<file path="config.mk">
export PLATFORM = sky130hd
export DESIGN_NAME = branch_predict_unit_flat
export DESIGN_NICKNAME = d
export VERILOG_FILES = /design/src/rtl/branch_predict_unit_if.sv /design/src/rtl/branch_predict_unit.sv /design/src/flat_wrapper.sv
export SDC_FILE = /design/constraint.sdc
export NUM_CORES = 1
export LEC_CHECK = 0
export CAP_MARGIN = 20
export CORE_MARGIN = 10
export CORE_UTILIZATION = 47
export CTS_CLUSTER_SIZE = 16
export DETAILED_ROUTE_END_ITERATION = 16
export PLACE_DENSITY = 0.85
export SYNTH_ARGS = -nofsm -noshare
export SYNTH_HDL_FRONTEND = slang
export SYNTH_SLANG_ARGS = --single-unit
</file>
<file path="constraint.sdc">
create_clock -name clk -period 2.4 [get_ports clk]
set_input_delay 0.36 -clock clk [delete_from_list [all_inputs] [get_ports clk]]
set_output_delay 0.36 -clock clk [all_outputs]
set_load 0.005 [all_outputs]
</file>
<file path="src/rtl/branch_predict_unit_if.sv">
// Branch predictor bus: IF lookup, EX resolution and statistics outputs.
// The pipeline side is the master; the predictor is the slave.
interface branch_predict_unit_if #(
    parameter int CNT_W = 16
);
    logic             stall;
    logic [29:0]      if_pc;
    logic             pred_taken;
    logic             ex_valid;
    logic             ex_is_branch;
    logic [29:0]      ex_pc;
    logic             ex_taken;
    logic             ex_pred_taken;
    logic             flush;
    logic             br_type;
    logic [CNT_W-1:0] branch_cnt;
    logic [CNT_W-1:0] miss_cnt;

    modport master (
        output stall, if_pc, ex_valid, ex_is_branch, ex_pc, ex_taken, ex_pred_taken,
        input  pred_taken, flush, br_type, branch_cnt, miss_cnt
    );

    modport slave (
        input  stall, if_pc, ex_valid, ex_is_branch, ex_pc, ex_taken, ex_pred_taken,
        output pred_taken, flush, br_type, branch_cnt, miss_cnt
    );
endinterface

</file>
<file path="src/rtl/branch_predict_unit.sv">
// Dynamic branch predictor: direct-mapped table of 2-bit saturating counters
// indexed by the low word-address bits, with resolve/flush signalling and
// saturating branch / misprediction statistics.
module branch_predict_unit #(
    parameter int         IDX_W    = 4,
    parameter int         CNT_W    = 16,
    parameter logic [1:0] INIT_CTR = 2'b01
) (
    input logic                   clk,
    input logic                   rst,
    branch_predict_unit_if.slave  bp
);
    localparam int DEPTH = 1 << IDX_W;

    // Counter states; the upper bit is the taken prediction.
    typedef enum logic [1:0] {
        CTR_SNT = 2'b00,
        CTR_WNT = 2'b01,
        CTR_WT  = 2'b10,
        CTR_ST  = 2'b11
    } ctr_e;

    // Next state of one 2-bit counter: step toward the outcome, hold at the ends.
    function automatic ctr_e ctr_train(input ctr_e cur, input logic taken);
        ctr_e nxt;
        nxt = cur;
        case (cur)
            CTR_SNT: nxt = taken ? CTR_WNT : CTR_SNT;
            CTR_WNT: nxt = taken ? CTR_WT  : CTR_SNT;
            CTR_WT:  nxt = taken ? CTR_ST  : CTR_WNT;
            CTR_ST:  nxt = taken ? CTR_ST  : CTR_WT;
            default: nxt = cur;
        endcase
        return nxt;
    endfunction

    // Statistics counters stick at all-ones instead of wrapping.
    function automatic logic [CNT_W-1:0] cnt_sat_inc(input logic [CNT_W-1:0] c);
        return (&c) ? c : c + 1'b1;
    endfunction

    ctr_e             table_q [DEPTH];
    ctr_e             table_d [DEPTH];
    logic [CNT_W-1:0] branch_cnt_q, branch_cnt_d;
    logic [CNT_W-1:0] miss_cnt_q,   miss_cnt_d;

    logic [IDX_W-1:0] if_idx;
    logic [IDX_W-1:0] ex_idx;
    logic             res;
    logic             mispredict;
    logic             unused_pc_hi;

    assign if_idx = bp.if_pc[IDX_W-1:0];
    assign ex_idx = bp.ex_pc[IDX_W-1:0];

    // Only the low index bits address the table; upper PC bits alias freely.
    assign unused_pc_hi = ^{bp.if_pc[29:IDX_W], bp.ex_pc[29:IDX_W]};

    // Resolve qualification and combinational outputs; a stalled EX stage
    // holds its branch back so it is counted once, in its last EX cycle.
    always_comb begin
        res            = bp.ex_valid & bp.ex_is_branch & ~bp.stall;
        mispredict     = res & (bp.ex_taken != bp.ex_pred_taken);
        bp.br_type     = res;
        bp.flush       = mispredict;
        bp.pred_taken  = table_q[if_idx][1];
        bp.branch_cnt  = branch_cnt_q;
        bp.miss_cnt    = miss_cnt_q;
    end

    // Training and statistics next-state; lookup sees the old entry this cycle.
    always_comb begin
        table_d      = table_q;
        branch_cnt_d = branch_cnt_q;
        miss_cnt_d   = miss_cnt_q;
        if (res) begin
            table_d[ex_idx] = ctr_train(table_q[ex_idx], bp.ex_taken);
            branch_cnt_d    = cnt_sat_inc(branch_cnt_q);
            if (mispredict) begin
                miss_cnt_d = cnt_sat_inc(miss_cnt_q);
            end
        end
    end

    // State registers; reset discards all training immediately.
    always_ff @(posedge clk or negedge rst) begin
        if (!rst) begin
            for (int i = 0; i < DEPTH; i++) begin
                table_q[i] <= ctr_e'(INIT_CTR);
            end
            branch_cnt_q <= '0;
            miss_cnt_q   <= '0;
        end else begin
            table_q      <= table_d;
            branch_cnt_q <= branch_cnt_d;
            miss_cnt_q   <= miss_cnt_d;
        end
    end
endmodule

</file>
<file path="src/flat_wrapper.sv">
// flat-port wrapper written by rule: the top's interface ports become plain ports
module branch_predict_unit_flat 
#(
    parameter int         IDX_W    = 4,
    parameter int         CNT_W    = 16,
    parameter logic [1:0] INIT_CTR = 2'b01
)
  (clk, rst, bp_stall, bp_if_pc, bp_ex_valid, bp_ex_is_branch, bp_ex_pc, bp_ex_taken, bp_ex_pred_taken, bp_pred_taken, bp_flush, bp_br_type, bp_branch_cnt, bp_miss_cnt);
  branch_predict_unit_if #(.CNT_W(CNT_W)) bp_i ();
  input logic clk;
  input logic rst;
  input wire logic [$bits(bp_i.stall)-1:0] bp_stall;
  input wire logic [$bits(bp_i.if_pc)-1:0] bp_if_pc;
  input wire logic [$bits(bp_i.ex_valid)-1:0] bp_ex_valid;
  input wire logic [$bits(bp_i.ex_is_branch)-1:0] bp_ex_is_branch;
  input wire logic [$bits(bp_i.ex_pc)-1:0] bp_ex_pc;
  input wire logic [$bits(bp_i.ex_taken)-1:0] bp_ex_taken;
  input wire logic [$bits(bp_i.ex_pred_taken)-1:0] bp_ex_pred_taken;
  output wire logic [$bits(bp_i.pred_taken)-1:0] bp_pred_taken;
  output wire logic [$bits(bp_i.flush)-1:0] bp_flush;
  output wire logic [$bits(bp_i.br_type)-1:0] bp_br_type;
  output wire logic [$bits(bp_i.branch_cnt)-1:0] bp_branch_cnt;
  output wire logic [$bits(bp_i.miss_cnt)-1:0] bp_miss_cnt;
  assign bp_i.stall = bp_stall;
  assign bp_i.if_pc = bp_if_pc;
  assign bp_i.ex_valid = bp_ex_valid;
  assign bp_i.ex_is_branch = bp_ex_is_branch;
  assign bp_i.ex_pc = bp_ex_pc;
  assign bp_i.ex_taken = bp_ex_taken;
  assign bp_i.ex_pred_taken = bp_ex_pred_taken;
  assign bp_pred_taken = bp_i.pred_taken;
  assign bp_flush = bp_i.flush;
  assign bp_br_type = bp_i.br_type;
  assign bp_branch_cnt = bp_i.branch_cnt;
  assign bp_miss_cnt = bp_i.miss_cnt;
  branch_predict_unit #(.IDX_W(IDX_W), .CNT_W(CNT_W), .INIT_CTR(INIT_CTR)) u_core (.clk(clk), .rst(rst), .bp(bp_i));
endmodule
</file>
==> results.md, run 1 <==
* Status: finished, violations left
* Failing checks: hold timing
* CP required at 2.04 ns
* Worst-Margin Slew at 0.515 ns
* Initial Utilization at 48.5%
* Initial antenna violation count at 0
* Placed insts at 436
* Max frequency at 436 MHz
* CTS tree: done
* Fraction of the mapped netlist area in compound gates at 4.64%
* Mapped Nets at 348
* Synth warn at 0
* VDD IR max at 0.595 mV
* Post-cts sizing count at 5
* Max-cap violations at 0
* Clock Sinks at 64
* Cell area after synthesis at 0.00329 sq mm
* Slew headroom at 65.7%
* Antenna fix cells at 0
* Final nets at 420
* Setup violations, final at 0
* R2R depth at 5
* Drt drc at 0
* Mux cell area share after synthesis at 21.0%
* Routed via count at 2398
* Crit end category: primary output
* Register area share after synthesis at 49.2%
* Placeable Area at 0.00679 sq mm
* RSZ-0062 raised after global routing: false
* Post-synth top cells: dfrtp_1, mux2_2, nand2_1, nor2_1, xnor2_1
* Post-Synth XOR/XNOR Area at 6.91%
* Final Hold Slack at -0.0136 ns
* TritonCTS Buffers at 9
* Layout cells sized above 1 at 28.1%
* Top FF cell, synth: dfrtp_1
* Clk_skew at 0.00544 ns
* Vias/cell at 5.31
* Total grt overflow at 0
* Die Y-Extent at 104 microns
* Pwr Total at 2840 uW
* Final ANT Viol Nets at 0
* First-pass GRT wire length at 12.5 mm
* FILL cells at 549
* Setup TNS at 0 ns
* Die W at 104 microns
* Post-CTS Hold Buffers at 0
* Crit start category: register
* Seq cells post-synth at 64
* WL per Instance at 15.9 microns
* CTS H-tree depth at 3
* HP Class: in2async
* Reg2reg end: u_core.table_q[5]
* Max clock buf depth at 2
* P_leak at 0.00181 uW
* R2r setup slk at 0.48 ns
* Synthesized instance count at 279
* Pins Over Slew Limit at 0
* Fin area at 0.00418 sq mm
* Area share of fa/ha/maj cells after synthesis at 1.71%
* Clock latency on the worst-skew pair at 0.34 ns
* Final std cells w/o fill at 452
* Initial DRC count at 90
* Port buffer count at 49
* Vias in the first global route at 2582
* GRT Total Usage at 13.9%
* FFs w/ async S/R, synth at 100%
* Crit path DAT at 1.93 ns
* Clock Tree Root: clkbuf_8
* Die area at 0.0108 sq mm
* Mean post-synth cell area at 11.8 sq um
* Dpl hpwl at 5.46 mm
* Reg2reg start: u_core.table_q[15]
* Worst setup path class: reg2out
* Area leader, netlist: dfrtp_1
* Final Hold Viols at 14
* Library cells used by synthesis at 45
* Combinational family with the most area after synthesis: multiplexers
* Simple-gate portion of the synthesized area at 14.6%
* Final period util at 95.6%
* Post-CTS Setup Repair Bufs at 0
* Largest net degree at the start of global routing at 25
* Area growth syn-to-layout at 27.1%
* Gpl congestion at 0.859
* Area contributors post-synth: dfrtp_1, dfstp_2, mux2_2
* Placed Area at 0.00401 sq mm
* Post-synth top area share at 36.5%
* Initial DRT Pass Iterations at 4
* Clock slew at reported path FFs at 0.07 ns
* Pwr dens at 678 mW/mm^2
* Num ports at 102
* Routed WL at 7.19 mm
* Final min period at 2.29 ns
* FP Rows at 30
* Critical-path maximum fanout at 3
* Number of flops mapped to enable cells by yosys at 0
* Top-count cell post-synth: dfrtp_1
-- critical path, cell delays in order, from the launching register on --
cell and delay [ns]:
dfrtp_1 0.41, mux4_2 0.46, mux4_2 0.45, dlygate4sd2_1 0.28
-- through the flow --
stage | worst slack [ns] | utilization, %
after detailed placement | -0.409 | 59.0
after global routing | 0.0277 | 61.6
after floorplan | 0.403 | -
final | 0.106 | 61.6
after global placement | -0.384 | 59.0
after CTS | 0.0825 | 61.6
-- layout make-up --
type	count	area, sq um	area share, %
Sequential cell	64	1620	38.8
Timing Repair Buffer	68	627	15.0
Clock buffer	12	135	3.23
Tap cell	96	120	2.87
Clock inverter	4	45.0	1.08
Inverter	7	26.3	0.628
Multi-Input combinational cell	201	1610	38.5
-- sequential cells by signal, indices dropped and copies added, names as in the netlist --
name and flops:
u_core.bp.branch_cnt 16, u_core.bp.miss_cnt 16, u_core.table_q 32
-- layout by cell type, fill, tap and decap left out, types with 4 or more instances in the layout --
master	Yosys	routed
nor2_1	23	23
nand3_1	16	16
clkbuf_8	0	9
dfrtp_1	48	48
nand2_1	23	23
buf_4	0	19
xor2_1	9	9
dfstp_2	16	16
clkdlybuf4s50_1	0	45
mux2_2	34	34
a31oi_1	4	4
a21oi_1	5	5
inv_1	7	7
nand4_1	8	8
mux4_2	12	12
xnor2_1	17	17
and3_1	5	5
nor3_1	4	4
-- logic make-up (layout without fill, tap and decap cells) --
family / after synthesis / after routing
AO/OA/AOI/OAI: 23 / 23
XOR/XNOR: 26 / 26
adder cells (fa/ha/maj): 5 / 5
AND/OR/NAND/NOR: 98 / 98
multiplexers: 49 / 49
buffers and inverters: 14 / 91
flip-flops: 64 / 64
-- where the power goes --
group	total [uW]	switching [uW]	internal [uW]
Sequential	1380	130	1250
Clock	883	407	476
Combinational	576	229	348
-- worst max path at each step --
stage	startpoint	end	slack (ns)	depth (start not counted)
2_1_floorplan	bp_ex_pc[0]	u_core.table_q[11]	0.40	5
3_3_place_gp	bp_if_pc[0]	bp_pred_taken	-0.38	4
3_5_place_dp	bp_if_pc[0]	bp_pred_taken	-0.41	4
4_1_cts	u_core.table_q[3]	bp_pred_taken	0.08	3
5_1_grt	u_core.table_q[3]	bp_pred_taken	0.03	3
6_report	u_core.table_q[25]	bp_pred_taken	0.11	3
-- per-layer routing --
layer | vias to the layer above | part of all wire [%] | global-route usage (%) | routed length, microns
li1 | 1149 | - | - | -
met1 | 1175 | 46 | 17.6 | 3270
met2 | 65 | 47 | 21.0 | 3350
met3 | 9 | 6.9 | 6.01 | 496
met4 | 0 | 0.96 | 4.08 | 69
met5 | - | 0 | 0 | 0
Note: power is estimated with default switching activity, not from simulation.
==> run 2, diff against run 1 <==
--- a/config.mk
+++ b/config.mk
@@ -5,12 +5,11 @@
 export SDC_FILE = /design/constraint.sdc
 export NUM_CORES = 1
 export LEC_CHECK = 0
-export CAP_MARGIN = 20
 export CORE_MARGIN = 10
 export CORE_UTILIZATION = 47
 export CTS_CLUSTER_SIZE = 16
 export DETAILED_ROUTE_END_ITERATION = 16
-export PLACE_DENSITY = 0.85
+export PLACE_DENSITY = 0.82
 export SYNTH_ARGS = -nofsm -noshare
 export SYNTH_HDL_FRONTEND = slang
 export SYNTH_SLANG_ARGS = --single-unit
==> results.md, run 2 (synthesis gave the netlist of run 1 again) <==
* Crit path capture: bp_pred_taken (unchanged)
* Worst-Margin Slew at 0.613 ns (was 0.515 ns)
* P_leak at 0.00183 uW (was 0.00181 uW)
* Initial Utilization at 48.5% (unchanged)
* Layout cells sized above 1 at 29.0% (was 28.1%)
* Fin area at 0.00422 sq mm (was 0.00418 sq mm)
* Clock slew at reported path FFs at 0.07 ns (about the same)
* Vias/cell at 5.35 (was 5.31)
* Critical-path maximum fanout at 3 (unchanged)
* R2R depth at 5 (unchanged)
* Commonest non-fill, non-tap cells in the layout: dfrtp_1, clkdlybuf4s50_1, mux2_2 (unchanged)
* Reg2reg end: u_core.table_q[3] (was u_core.table_q[5])
* Antenna fix cells at 0 (unchanged)
* Largest net degree at the start of global routing at 29 (was 25)
* Crit start category: register (unchanged)
* Crit path DAT at 1.96 ns (was 1.93 ns)
* Reg2reg start: u_core.table_q[11] (was u_core.table_q[15])
* Initial DRT Pass Iterations at 4 (unchanged)
* Vias in the first global route at 2543 (was 2582)
* Die Y-Extent at 104 microns (unchanged)
* First-pass GRT wire length at 12.4 mm (was 12.5 mm)
* CTS tree: done (unchanged)
* RSZ-0062 raised after global routing: false (unchanged)
* Final Hold Viols at 0 (was 14)
* Final ANT Viol Nets at 0 (unchanged)
* Slew headroom at 59.1% (was 65.7%)
* Initial DRC count at 63 (was 90)
* Final period util at 96.5% (was 95.6%)
* Pwr dens at 676 mW/mm^2 (was 678 mW/mm^2)
* Port buffer count at 49 (unchanged)
* Dpl hpwl at 5.54 mm (was 5.46 mm)
* Max reg flops at 32 (unchanged)
* Final min period at 2.32 ns (was 2.29 ns)
* Routed WL at 7.26 mm (was 7.19 mm)
* VDD IR max at 0.458 mV (was 0.595 mV)
* Setup violations, final at 0 (unchanged)
* Worst setup path class: reg2out (unchanged)
* Crit end category: primary output (unchanged)
* Max frequency at 432 MHz (was 436 MHz)
* Num ports at 102 (unchanged)
* Critical Path Source: u_core.table_q[3] (was u_core.table_q[25])
* Placeable Area at 0.00679 sq mm (unchanged)
* CTS H-tree depth at 3 (unchanged)
* Gpl congestion at 0.824 (was 0.859)
* Max clock buf depth at 2 (unchanged)
* Drt drc at 0 (unchanged)
* Pwr Total at 2850 uW (was 2840 uW)
* Pins Over Slew Limit at 0 (unchanged)
* CP required at 2.04 ns (about the same)
* Clock Sinks at 64 (unchanged)
* Final nets at 424 (was 420)
* Clk_skew at 0.00666 ns (was 0.00544 ns)
* Clock latency on the worst-skew pair at 0.33 ns (was 0.34 ns)
* Area growth syn-to-layout at 28.2% (was 27.1%)
* Clock Tree Root: clkbuf_8 (unchanged)
* TritonCTS Buffers at 9 (unchanged)
* FP Rows at 30 (unchanged)
* WL per Instance at 16.0 microns (was 15.9 microns)
* Commonest non-fill, non-tap cell in the layout: dfrtp_1 (unchanged)
* Die area at 0.0108 sq mm (unchanged)
* HP Class: in2async (unchanged)
* Total grt overflow at 0 (unchanged)
* Routed via count at 2432 (was 2398)
* FILL cells at 547 (was 549)
* Die W at 104 microns (unchanged)
* Initial antenna violation count at 0 (unchanged)
* GRT Total Usage at 13.8% (was 13.9%)
* R2r setup slk at 0.46 ns (was 0.48 ns)
* Placed Area at 0.00403 sq mm (was 0.00401 sq mm)
* Register with the most flip-flops: u_core.table_q (unchanged)
* Status: complete, no violations (was finished, violations left)
* Max-cap violations at 0 (unchanged)
-- run 2: power by group --
group,switching (uW),internal [uW]
Combinational,231,356
Clock,392,502
Sequential,126,1250
Total,749,2110
-- run 2: how the worst min path moves through the flow --
stage / endpoint / slack [ns] / depth (start not counted)
final: u_core.bp.miss_cnt[4] / 0.04 / 1
after global routing: u_core.bp.miss_cnt[4] / 0.07 / 1
after CTS: u_core.bp.miss_cnt[8] / 0.05 / 1
after detailed placement: u_core.bp.miss_cnt[15] / 0.41 / 1
after global placement: u_core.bp.miss_cnt[3] / 0.40 / 1
after floorplan: u_core.bp.branch_cnt[0] / 0.06 / 0
-- run 2: layer usage --
layer | GRT usage, % | vias to the layer above | wire length (microns)
met4 | 4.47 | 0 | 52
met1 | 17.7 | 1189 | 3400
met2 | 21.4 | 78 | 3390
met3 | 4.52 | 5 | 423
met5 | 0 | - | 0
li1 | - | 1160 | -
-- run 2: critical path: stages (launching register included) --
cell and delay [ns]:
dfrtp_1 0.41, mux4_2 0.47, mux4_2 0.47, dlygate4sd2_1 0.28
-- run 2: cell type report --
class,count,area [sq um],share of cell area (%)
clock buffer,12,145,3.44
clock inverter,3,42.5,1.01
inverter,7,26.3,0.622
multi-input combinational,201,1610,38.1
sequential,64,1620,38.4
tap,96,120,2.85
timing repair buffer,72,657,15.6
-- run 2: metrics by stage --
step | TNS (ns) | setup slack, ns | utilization [%] | hold slack (ns) | std cells
2_1_floorplan | 0 | 0.403 | - | 0.0644 | 279
3_3_place_gp | -4.56 | -0.384 | 59.3 | 0.401 | 439
3_5_place_dp | -5.18 | -0.445 | 59.3 | 0.412 | 439
4_1_cts | 0 | 0.0677 | 62.1 | 0.0481 | 455
5_1_grt | 0 | 0.0324 | 62.1 | 0.0719 | 455
6_report | 0 | 0.0837 | 62.1 | 0.0354 | 455
-- run 2: repair_timing --
action,4_1_cts,5_1_grt
hold buffers,0,0
endpoints found under the setup margin,1,0
gates resized for setup,5,0
buffers inserted,1,0
==> run 3, diff against run 2 <==
--- a/config.mk
+++ b/config.mk
@@ -10,6 +10,7 @@
 export CTS_CLUSTER_SIZE = 16
 export DETAILED_ROUTE_END_ITERATION = 16
 export PLACE_DENSITY = 0.82
+export SLEW_MARGIN = 25
 export SYNTH_ARGS = -nofsm -noshare
 export SYNTH_HDL_FRONTEND = slang
 export SYNTH_SLANG_ARGS = --single-unit
==> results of run 3 <==
Same layout as run 2: the final DEF is identical, and so are final timing and power.
